$ cat config.mk
export PLATFORM = sky130hd
export DESIGN_NAME = tile_feed_ctrl
export DESIGN_NICKNAME = d
export VERILOG_FILES = /design/src/rtl/tile_feed_ctrl_pkg.sv /design/src/rtl/tile_addr_gen.sv /design/src/rtl/tile_feed_ctrl.sv
export SDC_FILE = /design/constraint.sdc
export NUM_CORES = 1
export LEC_CHECK = 0
export CAP_MARGIN = 20
export CORE_MARGIN = 1.5
export CORE_UTILIZATION = 50
export DETAILED_ROUTE_END_ITERATION = 8
export HOLD_SLACK_MARGIN = 0.12
export PLACE_DENSITY = 0.87
export REMOVE_ABC_BUFFERS = 1
export SLEW_MARGIN = 20
export SYNTH_ARGS = -nofsm -noshare
export SYNTH_HDL_FRONTEND = slang
export SYNTH_SLANG_ARGS = --single-unit
export TNS_END_PERCENT = 10
$ cat constraint.sdc
create_clock -name clk -period 7.1 [get_ports clk]
set_clock_uncertainty 0.15 [all_clocks]
set_input_delay 1.42 -clock clk [delete_from_list [all_inputs] [get_ports clk]]
set_output_delay 1.42 -clock clk [all_outputs]
set_load 0.02 [all_outputs]
$ cat src/rtl/tile_feed_ctrl_pkg.sv
// Shared types and constants for the 4x4 tile feed controller.
package tile_feed_ctrl_pkg;

  typedef enum logic [2:0] {
    IDLE  = 3'd0,
    CLEAR = 3'd1,
    FEED  = 3'd2,
    FLUSH = 3'd3,
    WRITE = 3'd4,
    DONE  = 3'd5
  } state_t;

  localparam int ARRAY_DIM = 4;
  // 1 SRAM cycle + (ARRAY_DIM-1) skew stages + (ARRAY_DIM-1) array hops
  localparam int FLUSH_LEN = 2 * (ARRAY_DIM - 1) + 1;
  localparam int WRITE_LEN = ARRAY_DIM;
  localparam int ROW_W     = $clog2(ARRAY_DIM);

endpackage

$ cat src/rtl/tile_addr_gen.sv
// Address generator: loads a base address, then steps by one with
// natural wrap at ADDR_W bits. Shared by the A, B and C streams.
module tile_addr_gen
  import tile_feed_ctrl_pkg::*;
#(
  parameter int ADDR_W = 16
) (
  input  logic              clk,
  input  logic              rst,
  input  logic              load,
  input  logic              inc,
  input  logic [ADDR_W-1:0] base,
  output logic [ADDR_W-1:0] addr
);

  // Base load has priority over increment; overflow wraps silently.
  always_ff @(posedge clk or posedge rst) begin
    if (rst) begin
      addr <= '0;
    end else if (load) begin
      addr <= base;
    end else if (inc) begin
      addr <= addr + ADDR_W'(1);
    end
  end

endmodule

$ cat src/rtl/tile_feed_ctrl.sv
// Sequencing controller for one 4x4 output tile: clear, feed K operand
// words, flush the skew/array pipeline, write four result rows, pulse done.
// Optional busy-cycle counter is built when TILE_FEED_CTRL_PERF_EN is defined.
// fsm_state exposes the controller state for observation.
module tile_feed_ctrl
  import tile_feed_ctrl_pkg::*;
#(
  parameter int ADDR_W = 16,
  parameter int K_W    = 9
) (
  input  logic              clk,
  input  logic              rst,
  input  logic              start,
  input  logic [K_W-1:0]    k_len,
  input  logic [ADDR_W-1:0] a_base,
  input  logic [ADDR_W-1:0] b_base,
  input  logic [ADDR_W-1:0] c_base,
  output logic              busy,
  output logic              done,
  output logic              a_en,
  output logic              b_en,
  output logic [ADDR_W-1:0] a_addr,
  output logic [ADDR_W-1:0] b_addr,
  output logic              data_valid,
  output logic              buf_clr,
  output logic              pe_en,
  output logic              c_wen,
  output logic [ADDR_W-1:0] c_addr,
  output logic [1:0]        c_row_sel,
  output logic [31:0]       perf_cycles,
  output state_t            fsm_state
);

  // Handshake: start is a level sampled only while IDLE; a sampled start
  // is the accept. There is no backpressure anywhere in the datapath.

  state_t         state;
  logic [K_W-1:0] k_reg;
  logic [K_W-1:0] cnt;
  logic           accept;

  assign accept    = (state == IDLE) && start;
  assign fsm_state = state;

  tile_addr_gen #(.ADDR_W(ADDR_W)) u_a_gen (
    .clk (clk), .rst (rst), .load (accept), .inc (state == FEED),
    .base(a_base), .addr(a_addr)
  );

  tile_addr_gen #(.ADDR_W(ADDR_W)) u_b_gen (
    .clk (clk), .rst (rst), .load (accept), .inc (state == FEED),
    .base(b_base), .addr(b_addr)
  );

  tile_addr_gen #(.ADDR_W(ADDR_W)) u_c_gen (
    .clk (clk), .rst (rst), .load (accept), .inc (state == WRITE),
    .base(c_base), .addr(c_addr)
  );

  // Phase sequencer; outputs are registered and set on the edge entering
  // each phase, cnt holds the remaining cycles of the current phase.
  always_ff @(posedge clk or posedge rst) begin
    if (rst) begin
      state     <= IDLE;
      k_reg     <= '0;
      cnt       <= '0;
      busy      <= 1'b0;
      done      <= 1'b0;
      a_en      <= 1'b0;
      b_en      <= 1'b0;
      buf_clr   <= 1'b0;
      pe_en     <= 1'b0;
      c_wen     <= 1'b0;
      c_row_sel <= '0;
    end else begin
      case (state)
        IDLE: begin
          if (start) begin
            state   <= CLEAR;
            busy    <= 1'b1;
            buf_clr <= 1'b1;
            k_reg   <= k_len;
          end
        end
        CLEAR: begin
          buf_clr <= 1'b0;
          if (k_reg == '0) begin
            // zero-length command still writes four (zero) rows
            state     <= WRITE;
            c_wen     <= 1'b1;
            c_row_sel <= '0;
            cnt       <= K_W'(WRITE_LEN - 1);
          end else begin
            state <= FEED;
            a_en  <= 1'b1;
            b_en  <= 1'b1;
            cnt   <= k_reg - K_W'(1);
          end
        end
        FEED: begin
          // PE enable follows data_valid, which lags a_en by one cycle
          pe_en <= 1'b1;
          if (cnt == '0) begin
            state <= FLUSH;
            a_en  <= 1'b0;
            b_en  <= 1'b0;
            cnt   <= K_W'(FLUSH_LEN - 1);
          end else begin
            cnt <= cnt - K_W'(1);
          end
        end
        FLUSH: begin
          if (cnt == '0) begin
            state     <= WRITE;
            pe_en     <= 1'b0;
            c_wen     <= 1'b1;
            c_row_sel <= '0;
            cnt       <= K_W'(WRITE_LEN - 1);
          end else begin
            cnt <= cnt - K_W'(1);
          end
        end
        WRITE: begin
          if (cnt == '0) begin
            state     <= DONE;
            c_wen     <= 1'b0;
            c_row_sel <= '0;
            done      <= 1'b1;
          end else begin
            cnt       <= cnt - K_W'(1);
            c_row_sel <= c_row_sel + 2'd1;
          end
        end
        DONE: begin
          state <= IDLE;
          done  <= 1'b0;
          busy  <= 1'b0;
        end
        default: state <= IDLE;
      endcase
    end
  end

  // SRAM read data arrives one cycle after the enable.
  always_ff @(posedge clk or posedge rst) begin
    if (rst) begin
      data_valid <= 1'b0;
    end else begin
      data_valid <= a_en;
    end
  end

`ifdef TILE_FEED_CTRL_PERF_EN
  logic [31:0] perf_cnt;

  // Saturating busy-cycle counter; holds its final value while idle.
  always_ff @(posedge clk or posedge rst) begin
    if (rst) begin
      perf_cnt <= '0;
    end else if (accept) begin
      perf_cnt <= '0;
    end else if (busy && (perf_cnt != 32'hFFFF_FFFF)) begin
      perf_cnt <= perf_cnt + 32'd1;
    end
  end

  assign perf_cycles = perf_cnt;
`else
  assign perf_cycles = 32'd0;
`endif

endmodule

==> impl_results.md, run 1 <==
- Status: complete, no violations
- DRC viols: 0
- Post_cts resized: 0
- VDD IR max: about 0.23 mV
- Synth Area in XOR/XNOR: 7.68%
- Mapped Area: 4560 um^2
- Cells after Synth: 524
- H-tree depth: 3
- DP Worst Slack: between 3 and 4 ns
- Largest net degree at the start of global routing: 79
- Initial DRT Pass Iterations: 5
- Lkg Pwr: around 2.4 nW
- Total grt overflow: 0
- Setup TNS: 0 ns
- Worst path cell trace: clkdlybuf4s50_1
- HPWL after DPL: about 7800 um
- # setup viols final: 0
- Delay-heaviest family, CP: flip-flops
- Crit end category: output port
- Layout cells sized above 1: under 10%
- Via density: 5.55
- Layout net count: about 700
- Slew margin rel.: about 32%
- Adder-cell share of the synthesized area: 1.92%
- Largest family of logic cells by synthesized area: simple AND/OR/NAND/NOR gates
- First-pass GRT wire length: 18200 um
- Post-synth EDFFs: 0
- Clock Path Buffers: 2
- Fin. Hold Viols: 0
- Clk_lat worst skew: 0.36 ns
- Leading area contributor after synthesis: dfrtp_1
- Pwr/cell area: 411 nW/um^2
- Post-DP Area: ~5700 um^2
- Synth top area share: between 40% and 50%
- Arr. time, crit path: between 1.5 and 2 ns
- CP peak stage delay: between 0.7 and 0.8 ns
- TritonCTS buffer count: 9
- Diode count: 0
- # rows: 34
- Critical path peak fanout: 20
- Compound-Gate Fraction of Synth Area: between 10% and 20%
- Worst setup endpoint: fsm_state[2]
- Max Clk Rate: 291 MHz
- Syn avg cell area: about 8.7 um^2
- Final WS setup: roughly 3.7 ns
- CP max-delay cell: dfrtp_1
- Buf+Inv Stages, Crit Path: 1
- Flops & latches, synth: 78
- Reg2reg end: cnt[0]$_DFFE_PP0P_
- Synth Area in Simple Gates: roughly 22%
- Area contributors post-synth: dfrtp_1 43%, nand2_1 7.5%, xor2_1 5.8%
- Ports: 153
- Unrepaired setup endpoints after global routing: no
- 1st-iter DRT viols: between 300 and 400
- Pins Over Slew Limit: 0
- Clk sinks: between 70 and 80
- DRT antenna net count: 0
- Top FF cell, synth: dfrtp_1
- Final Cycle Share: between 40% and 50%
- CTS Hold Bufs: 0
- CTS tree: done
- Yosys warnings: 0
- Slew of the pin with the lowest slew margin: around 1 ns
- Multiplexer share of the synthesized area: 0.219%
- Die H: 98.5 um
- Hold Path Cell Cnt: 0
- Share of synthesized registers carrying an async set or reset: 100%
- Total number of vias: a little over 4k
- Sequential area share after synthesis: a little over two fifths
- GRT Resource Usage Total: 22.7%
- Synth unique cells: 53
- Critical path depth: 1
- Max-cap violations: 0
- CORE AREA: just under 9000 um^2
- Largest registers: u_a_gen.addr x16, u_b_gen.addr x16, u_c_gen.addr x16
- Root Buffer: clkbuf_8
- Starting Density: between 50% and 60%
- Number of global-route vias before repair: roughly 3.8k
- Die Wd: about 99 um
- Postcts setup bufs: 0
- Synthesis-to-finish area growth: 29.6%
- Hold_ws: ~0.34 ns
- WP data required: 5.53 ns
- WS Path Type: register to output port
- Reg2reg path depth: 6
- Crit path launch type: register
- Minimum clock period: 3.44 ns
- Critical Path Start: fsm_state[2]$_DFFE_PP0P_
- Antenna violations before repair: 0
- I/O Buffers: 120
- Drt wl/cell: between 10 and 15 um
- Hold Crit Class: register to register
- RR Startpoint: fsm_state[2]$_DFFE_PP0P_
- Die Footprint: between 9000 and 10000 um^2
- WL final: 11000 um
- Tot Pwr: 2.43 mW
- Routability cong.: approximately 0.86
- Reg-to-reg slack, setup: between 4 and 5 ns
- Finished Cell Area: 5920 um^2
- Clk slew on worst S/H paths: approximately 0.09 ns
-- final cells by class --
cell class	instances	area, um^2
Tap cell	108	135
Clock buffer	11	141
Fill cell	740	2850
Inverter	16	61.3
Sequential cell	78	1950
Multi-Input combinational cell	406	2330
Timing Repair Buffer	125	1240
Clock inverter	5	56.3
-- kinds of logic (layout without fill, tap and decap cells) --
| kind of cell | Yosys count | after routing |
|---|---|---|
| AND/OR/NAND/NOR | 207 | 207 |
| AO/OA/AOI/OAI | 119 | 119 |
| flip-flops | 78 | 78 |
| buffers and inverters | 71 | 157 |
| XOR/XNOR | 40 | 40 |
| adder cells (fa/ha/maj) | 7 | 7 |
| other | 1 | 32 |
| multiplexers | 1 | 1 |
-- worst min-delay path by stage --
stage	start	to
2_1_floorplan	k_reg[7]$_DFFE_PP0P_	k_reg[7]$_DFFE_PP0P_
3_3_place_gp	b_en$_DFFE_PP0P_	data_valid$_DFF_PP0_
3_5_place_dp	b_en$_DFFE_PP0P_	data_valid$_DFF_PP0_
4_1_cts	b_en$_DFFE_PP0P_	data_valid$_DFF_PP0_
5_1_grt	b_en$_DFFE_PP0P_	data_valid$_DFF_PP0_
6_report	b_en$_DFFE_PP0P_	data_valid$_DFF_PP0_
-- power breakdown --
group	total (mW)	internal, mW	switching, mW
Clock	0.342	0.172	0.169
Sequential	0.916	0.645	0.271
Combinational	1.17	0.558	0.616
Total	2.43	1.38	1.06
-- cells in the final DEF (no fill, tap or decap), drive strengths merged, types with 4 or more instances in the layout --
| cell type | count |
|---|---|
| and3 | 7 |
| or3 | 4 |
| nor2 | 34 |
| conb | 32 |
| o211ai | 4 |
| nor3b | 4 |
| xor2 | 30 |
| nand3 | 18 |
| and4 | 5 |
| a211oi | 4 |
| a21oi | 25 |
| nor3 | 17 |
| a22oi | 4 |
| nand2 | 91 |
| buf | 5 |
| o22ai | 5 |
| o21ai | 50 |
| dfrtp | 78 |
| clkdlybuf4s50 | 120 |
| a221o | 4 |
| ha | 7 |
| inv | 16 |
| a31oi | 5 |
| nand4 | 13 |
| xnor2 | 10 |
| clkbuf | 11 |
-- synth_stat cells, types with 4 or more instances --
master and instances:
a211oi_1 4, a21oi_1 23, a221o_1 4, a22oi_1 4, a31oi_1 5, and3_1 7
and4_1 5, buf_2 4, buf_4 33, clkbuf_1 17, dfrtp_1 78, ha_1 7
inv_1 16, nand2_1 91, nand3_1 18, nand4_1 13, nor2_1 34, nor3_1 16
o211ai_1 4, o21ai_0 48, o22ai_1 5, xnor2_1 10, xor2_1 30
-- worst reg2reg max path, stage by stage (launching register included) --
cell and delay (ns):
dfrtp_1 0.63, nor3b_2 0.28, buf_4 0.23, a211oi_1 0.71, and3_1 0.25, o22ai_1 0.08, a211o_1 0.24
-- metrics by stage --
| step | utilization, % | cells |
|---|---|---|
| after floorplan | - | 500 |
| final | 67.5 | 749 |
| after CTS | 67.5 | 749 |
| after global routing | 67.5 | 749 |
| after global placement | 65.2 | 733 |
| after detailed placement | 65.2 | 733 |
-- layer usage --
metal  wire, um  global-route usage, %  share of wire [%]  vias up
met5          0                      0                  0        -
li1           -                      -                  -     1988
met2       5200                   35.9                 47      174
met3        757                   5.67                6.9       15
met1       4890                   31.4                 44     1979
met4        157                   6.18                1.4        0
Power figures use the tool's default switching activity.
==> inputs of run 2 (changes only) <==
--- a/config.mk
+++ b/config.mk
@@ -7,10 +7,10 @@
 export LEC_CHECK = 0
 export CAP_MARGIN = 20
 export CORE_MARGIN = 1.5
-export CORE_UTILIZATION = 50
+export CORE_UTILIZATION = 42
 export DETAILED_ROUTE_END_ITERATION = 8
 export HOLD_SLACK_MARGIN = 0.12
-export PLACE_DENSITY = 0.87
+export PLACE_DENSITY = 0.77
 export REMOVE_ABC_BUFFERS = 1
 export SLEW_MARGIN = 20
 export SYNTH_ARGS = -nofsm -noshare
==> constraint.sdc (replaced) <==
create_clock -name clk -period 2.95 [get_ports clk]
set_clock_uncertainty 0.15 [all_clocks]
set_input_delay 0.59 -clock clk [delete_from_list [all_inputs] [get_ports clk]]
set_output_delay 0.59 -clock clk [all_outputs]
set_load 0.02 [all_outputs]
==> run 2 against run 1 <==
Power rose by 140%. Via count about the same. Sequential power rose by 140%. Non-clock buffer count rose by 10. Clock power rose by 120%. Register-to-register slack worse by 4.0 ns. Clock-buffer cell count down 2. Sequential share of layout area is 0.72 points lower. Highest routed layer unchanged. Wire length is 8.6% higher. Combinational power increased to 2.5 times the previous value. Cell count up 5.1%. First-iteration DRC count decreased by 31%.
==> impl_results.md, run 2 (same netlist as run 1, synthesis figures left out) <==
- Arr. time, crit path: 1.75 ns
- Placed insts: just under 800
- # rows: 37
- Crit end category: output port
- Minimum clock period: approximately 2.5 ns
- Layout net count: around 710
- Post-DP Area: between 5000 and 6000 um^2
- DRC viols: 0
- Delay-heaviest family, CP: buffers and inverters
- Antenna violations before repair: 0
- Status: complete, no violations
- Via density: about 5.3
- Worst path cell trace: clkdlybuf4s50_1
- Max Clk Rate: ~400 MHz
- HPWL after DPL: approximately 9000 um
- Number of global-route vias before repair: about 4k
- Root Buffer: clkbuf_8
- Max-cap violations: 0
- VDD IR max: ~0.53 mV
- Die Wd: between 100 and 150 um
- Ports: between 150 and 200
- CP max-delay cell: clkdlybuf4s50_1
- Finished Layout Cells: 787
- Hold Path Cell Cnt: 0
- Multi-input logic area: between 2000 and 2500 um^2
- Routability cong.: approximately 0.9
- Slew of the pin with the lowest slew margin: between 0.6 and 0.7 ns
- Hold_ws: 0.331 ns
- Reg-to-reg slack, setup: between 0.4 and 0.5 ns
- Clk sinks: 78
- Commonest non-fill, non-tap cell in the layout: clkdlybuf4s50_1
- Hold Crit Class: register to register
- Most frequent cells in the layout: 120 x clkdlybuf4s50_1, 91 x nand2_1, 78 x dfrtp_1
- Slew margin rel.: 59.3%
- TritonCTS buffer count: 9
- DRT antenna net count: 0
- # setup viols final: 0
- Final Cycle Share: a little over four fifths
- Synthesis-to-finish area growth: 32.5%
- Crit path launch type: register
- Hold wc startpoint: b_en$_DFFE_PP0P_
- Reg2reg end: cnt[1]$_DFFE_PP0P_
- Total grt overflow: 0
- H-tree depth: 3
- Drt wl/cell: 15.2 um
- Fin. Hold Viols: 0
- Clock Path Buffers: 2
- Critical path peak fanout: 16
- Pwr/cell area: between 900 and 1000 nW/um^2
- First-pass GRT wire length: between 15000 and 20000 um
- I/O Buffers: 120
- Pins Over Slew Limit: 0
- Lkg Pwr: between 2 and 2.5 nW
- CTS Hold Bufs: 0
- WP data required: 2.21 ns
- GRT Resource Usage Total: between 20 and 25%
- Total number of vias: 4154
- Diode count: 0
- Final WS setup: approximately 0.46 ns
- DP Worst Slack: 0.480 ns
- Post_cts resized: 0
- Postcts setup bufs: 0
- Unrepaired setup endpoints after global routing: no
- Fillers: around 970
- Starting Density: between 40 and 50%
- Die H: approximately 110 um
- Buf+Inv Stages, Crit Path: 1
- RR Startpoint: cnt[0]$_DFFE_PP0P_
- CTS tree: done
- CP peak stage delay: 0.74 ns
- Setup TNS: 0 ns
- WS Path Type: register to output port
- Critical Path Start: fsm_state[1]$_DFFE_PP0P_
- WL final: approximately 12000 um
- Initial DRT Pass Iterations: 5
- Hold Path End: data_valid$_DFF_PP0_
- CORE AREA: 10400 um^2
- Reg2reg path depth: 7
- Clk slew on worst S/H paths: approximately 0.090 ns
- Largest registers: u_a_gen.addr x16, u_b_gen.addr x16, u_c_gen.addr x16
- Reg area: between 1500 and 2000 um^2
- Finished Cell Area: between 6000 and 7000 um^2
- Clk_lat worst skew: 0.36 ns
- Die Footprint: approximately 12000 um^2
- 1st-iter DRT viols: ~230
- Largest net degree at the start of global routing: 47
- Layout cells sized above 1: 7.22%
==> run 2: stage by stage <==
stage	total power, mW	utilization, %
after floorplan	3.79	-
final	5.92	58.1
after CTS	5.93	58.1
after global placement	5.06	56.3
after detailed placement	5.16	56.3
after global routing	6.35	58.1
==> run 2: cell type report <==
| class | count | share of cell area [%] |
|---|---|---|
| clock buffers | 9 | 2.05 |
| clock inverters | 7 | 0.952 |
| inverters | 16 | 1.01 |
| multi-input cells | 406 | 38.5 |
| flip-flops and latches | 78 | 32.3 |
| well taps | 136 | 2.81 |
| repair buffers | 135 | 22.3 |
==> run 2: report_power, final <==
part	switching (mW)	internal (mW)
combinational	1.56	1.40
sequential	0.636	1.55
clock	0.451	0.318
total	2.65	3.27
==> run 2: worst max-delay path by stage <==
stage	endpoint	depth (start not counted)
floorplan	u_a_gen.addr[0]$_DFFE_PP0P_	4
global placement	cnt[1]$_DFFE_PP0P_	7
detailed placement	u_c_gen.addr[4]$_DFFE_PP0P_	6
CTS	fsm_state[1]	1
global route	c_row_sel[0]$_DFFE_PP0P_	7
finish	fsm_state[1]	1
==> run 2: layer usage <==
layer  GRT usage, %  share of wire, %  vias to the layer above
li1               -                 -                     2013
met1           29.2                44                     1963
met2           35.4                48                      168
met3           4.50               6.8                       10
met4           6.48              0.95                        0
met5              0                 0                        -
==> inputs of run 3 (changes only) <==
--- a/config.mk
+++ b/config.mk
@@ -7,10 +7,10 @@
 export LEC_CHECK = 0
 export CAP_MARGIN = 20
 export CORE_MARGIN = 1.5
-export CORE_UTILIZATION = 42
+export CORE_UTILIZATION = 46
 export DETAILED_ROUTE_END_ITERATION = 8
 export HOLD_SLACK_MARGIN = 0.12
-export PLACE_DENSITY = 0.77
+export PLACE_DENSITY = 0.81
 export REMOVE_ABC_BUFFERS = 1
 export SLEW_MARGIN = 20
 export SYNTH_ARGS = -nofsm -noshare
==> constraint.sdc (replaced) <==
create_clock -name clk -period 2.5 [get_ports clk]
set_clock_uncertainty 0.15 [all_clocks]
set_input_delay 0.5 -clock clk [delete_from_list [all_inputs] [get_ports clk]]
set_output_delay 0.5 -clock clk [all_outputs]
set_load 0.02 [all_outputs]
==> run 3 against run 2 <==
Register-to-register slack worse by 0.35 ns. Cell count rose by 0.38%. Power increased by 20%. Global-route usage is 0.30 points lower. Critical path type is now register to register. Largest power group unchanged.
==> impl_results.md, run 3 (same netlist as run 1, synthesis figures left out) <==
- Slew of the pin with the lowest slew margin: roughly 0.62 ns
- Die H: 103 um
- DRT antenna net count: 0
- Minimum clock period: about 2.4 ns
- HPWL after DPL: 8380 um
- Crit end category: register
- 1st-iter DRT viols: between 150 and 200
- GRT Resource Usage Total: around 21%
- CTS tree: done
- Reg-to-reg slack, setup: 0.12 ns
- Diode count: 0
- Max-cap violations: 0
- TritonCTS buffer count: 9
- Number of global-route vias before repair: 3867
- Layout net count: 720
- Commonest non-fill, non-tap cell in the layout: clkdlybuf4s50_1
- Die Footprint: about 11000 um^2
- Synthesis-to-finish area growth: 33.9%
- CP peak stage delay: 0.49 ns
- Post_cts resized: 0
- Clk_lat worst skew: ~0.34 ns
- Critical path peak fanout: 12
- WL final: about 11000 um
- Pwr/cell area: between 1000 and 1500 nW/um^2
- Slew margin rel.: 58.6%
- Post-DP Area: just under 6000 um^2
- Via density: between 5 and 6
- Pins Over Slew Limit: 0
- H-tree depth: 3
- Clk sinks: slightly below 80
- Hold Crit Class: input pin to async pin
- VDD IR max: around 0.7 mV
- Most frequent cells in the layout: 120 x clkdlybuf4s50_1, 91 x nand2_1, 78 x dfrtp_1
- Max Clk Rate: between 400 and 500 MHz
- Largest registers: u_a_gen.addr x16, u_b_gen.addr x16, u_c_gen.addr x16
- # setup viols final: 0
- DRC viols: 0
- Routed met3 length: about 720 um
- Clock Path Buffers: 2
- Reg area: 1950 um^2
- Met2 wire len: around 5400 um
- Drt wl/cell: ~14 um
- # rows: 36
- Root Buffer: clkbuf_8
- Initial DRT Pass Iterations: 4
- Starting Density: approximately 47%
- RR Startpoint: cnt[1]$_DFFE_PP0P_
- Largest net degree at the start of global routing: 39
- Tot Pwr: approximately 7.1 mW
- Fin. Hold Viols: 0
- Lkg Pwr: 2.50 nW
- Unrepaired setup endpoints after global routing: yes
- Worst path cell trace: inv_1, ha_1, or4b_4, or3_4, nand2_1, o21ai_0, a211o_1
- Post-route met1 wirelength: 5080 um
- Multi-input logic area: approximately 2300 um^2
- Total grt overflow: 0
- Die Wd: between 100 and 150 um
- Routability cong.: between 0.8 and 0.9
- WS Path Type: register to register
- Ports: about 150
- I/O Buffers: between 100 and 150
- Fillers: roughly 840
- Finished Cell Area: slightly above 6000 um^2
- Reg2reg path depth: 7
- Final Cycle Share: between 90% and 100%
- WP data required: ~2.6 ns
- Clk slew on worst S/H paths: 0.08 ns
- Total number of vias: roughly 4.2k
- Top sig layer: met4
- Reg2reg end: cnt[0]$_DFFE_PP0P_
- Status: complete, no violations
- First-pass GRT wire length: between 15000 and 20000 um
- Arr. time, crit path: 2.46 ns
- CORE AREA: 9680 um^2
- Buf+Inv Stages, Crit Path: 1
- Crit path launch type: register
- Layout cells sized above 1: 8.07%
- Delay-heaviest family, CP: simple AND/OR/NAND/NOR gates
- Antenna violations before repair: 0
- CP max-delay cell: or4b_4
-- run 3: cell count changes in the layout (fill, tap and decap cells not counted), sizes merged --
cell	previous run	this run
bufinv	0	2
inv	18	16
a21oi	25	26
buf	15	21
clkinvlp	2	1
-- run 3: worst reg2reg max path, cell delays in order, from the launching register on --
cell and delay (ns):
dfrtp_1 0.41, inv_1 0.11, ha_1 0.16, or4b_4 0.49
or3_4 0.45, nand2_1 0.14, o21ai_0 0.10, a211o_1 0.27
-- run 3: area by class of cell --
class                   count  share of cell area, %
multi-input cells         407                   38.3
flip-flops and latches     78                   31.9
repair buffers            141                   22.6
well taps                 133                   2.72
clock buffers               9                   2.03
clock inverters             6                   1.41
inverters                  16                   1.00
-- run 3: worst max path at each step --
stage / from / to / slack, ns / cells past startpoint
after floorplan: fsm_state[1]$_DFFE_PP0P_ / u_a_gen.addr[0]$_DFFE_PP0P_ / -3.07 / 4
after global placement: cnt[1]$_DFFE_PP0P_ / cnt[1]$_DFFE_PP0P_ / 0.15 / 7
after detailed placement: cnt[1]$_DFFE_PP0P_ / cnt[1]$_DFFE_PP0P_ / 0.14 / 7
after CTS: cnt[1]$_DFFE_PP0P_ / cnt[1]$_DFFE_PP0P_ / 0.13 / 7
after global routing: cnt[1]$_DFFE_PP0P_ / cnt[0]$_DFFE_PP0P_ / -0.01 / 7
final: cnt[1]$_DFFE_PP0P_ / cnt[0]$_DFFE_PP0P_ / 0.12 / 7
-- run 3: what timing repair did --
action / in CTS / in global routing
endpoints found under the setup margin: 0 / 2
hold buffers: 0 / 0
buffers inserted: 0 / 0
-- run 3: layer usage --
layer,vias up,GRT usage [%]
met3,11,3.73
met5,-,0
met1,1959,30.3
li1,2019,-
met2,166,34.7
met4,0,5.16
-- run 3: where the power goes --
part	switching (mW)	total (mW)	internal, mW
logic	1.87	3.55	1.68
clock network	0.465	1.02	0.557
registers	0.704	2.54	1.83
-- run 3: metrics by stage --
step / instances / setup WS [ns] / hold WS [ns] / setup TNS (ns) / utilization [%]
floorplan: 500 / -3.07 / 0.340 / -139.67 / -
global placement: 774 / 0.154 / 0.306 / 0 / 60.9
detailed placement: 774 / 0.141 / 0.313 / 0 / 60.9
CTS: 789 / 0.129 / 0.325 / 0 / 63.0
global route: 790 / -0.0103 / 0.344 / -0.0103 / 63.1
finish: 790 / 0.117 / 0.323 / 0 / 63.1
==> patch, RTL diff (settings of run 3) <==
Register the input `c_base` before use, with the module's reset. The logic sees it one clock later. The other inputs are not delayed to match.
--- a/src/rtl/tile_feed_ctrl.sv
+++ b/src/rtl/tile_feed_ctrl.sv
@@ -31,6 +31,16 @@
   output state_t            fsm_state
 );
 
+  logic [ADDR_W-1:0] c_base_q;
+
+  always_ff @(posedge clk or posedge rst) begin
+    if (rst) begin
+      c_base_q <= '0;
+    end else begin
+      c_base_q <= c_base;
+    end
+  end
+
   // Handshake: start is a level sampled only while IDLE; a sampled start
   // is the accept. There is no backpressure anywhere in the datapath.
 
@@ -54,7 +64,7 @@
 
   tile_addr_gen #(.ADDR_W(ADDR_W)) u_c_gen (
     .clk (clk), .rst (rst), .load (accept), .inc (state == WRITE),
-    .base(c_base), .addr(c_addr)
+    .base(c_base_q), .addr(c_addr)
   );
 
   // Phase sequencer; outputs are registered and set on the edge entering
Behaviour: not the same (a bounded check fails within 4 cycles, from zero or initial values and one cycle with rst high).
==> patch against run 3 <==
Setup slack worse by 0.018 ns; sequential cell count increased by 16; critical path type is now reg -> out; final area rose by 7.6%; largest cell class unchanged; wire length increased by 8.2%; area after synthesis up 11%.
Power is not compared: it rests on default switching activity, and its combinational part moved more than twofold at a synthesized area within 25%.
==> patch: results (changes against run 3) <==
- Grt met2 use: 37.2% (+2.5 points)
- Reg2Reg Setup Slack: 0.29 ns (+0.17 ns)
- Final instance area: 0.00658 mm2 (+7.6%)
- Initial drt markers: 214 (+12%)
- Commonest cells in the netlist: 94 x dfrtp_1, 93 x nand2_1, 46 x o21ai_0, 34 x buf_4, 34 x nor2_1
- Final layout net count: 735 (+2.1%)
- Worst-Margin Slew: 0.499 ns (-0.120 ns)
- Clock buffer count: 12 (+3)
- Final wirelength: 12200 um (+8.2%)
- First-pass GRT wire length: 19600 um (+8.7%)
- FP Rows: 38 (+5.6%)
- Status: completed
- Placed cells: 797 (+3.0%)
- Multi-input comb cells: 408 (+0.25%)
- Worst path slowest cell: clkdlybuf4s50_1
- GR Util met1: 27.8% (-2.4 points)
- Vias in the first global route: 4034 (+4.3%)
- DP Worst Slack: 0.315 ns (+0.174 ns)
- GRT Util Overall: 21.3% (-0.19 points)
- Met2 WL: 5960 um (+11%)
- Clock latency on the worst-skew pair: 0.36 ns (+0.02 ns)
- Worst r2r dst: cnt[8]
- Clock Network Area Fraction: 3.16% (-0.28 points)
- Met3 WL post-DR: 742 um (+3.1%)
- Hold_ws: 0.304 ns (-0.0191 ns)
- DP Wirelength: 9150 um (+9.2%)
- Crit path DAT: 1.75 ns (-0.71 ns)
- Reg area: 0.00235 mm2 (+21%)
- Buffers, non-clock: 139 (-1.4%)
- Cell count after synthesis: 541 (+3.2%)
- Via count: 4228 (+1.8%)
- Area of the multi-input gates: 0.00240 mm2 (+2.5%)
- Ranking of synthesized cells by area: dfrtp_1 46%, nand2_1 6.9%, buf_4 5.0%
- CP Launch Point: fsm_state[2]
- Routing usage on met3: 3.07% (-0.65 points)
- Area after DPL: 0.00637 mm2 (+8.0%)
-- patch: changes by cell type after synthesis, moves of 4 or more --
cell      before  now
clkbuf_1      17    7
a21oi_1       23   13
nand3_1       18   23
xor2_1        30   26
nor3_1        16    8
dfrtp_1       78   94
xnor2_1       10   21
buf_2          4    9
o21ai_1        0   13
and3_1         7   11
a211oi_1       4    0
-- patch: worst max-delay path, delay by kind of cell, from the launching register on --
| family | cells | cell delay (ns) |
|---|---|---|
| buffers and inverters | 2 | 0.83 |
| DFF | 1 | 0.57 |
-- patch: cells by family after synthesis --
| kind of cell | share of synthesized area [%] |
|---|---|
| compound gates | 13.5 |
| buf+inv | 8.52 |
| flops | 46.4 |
| simple gates | 21.0 |
| other cells | 0.0740 |
| xor+xnor | 8.13 |
| fa+ha+maj | 1.73 |
| mux | 0.593 |
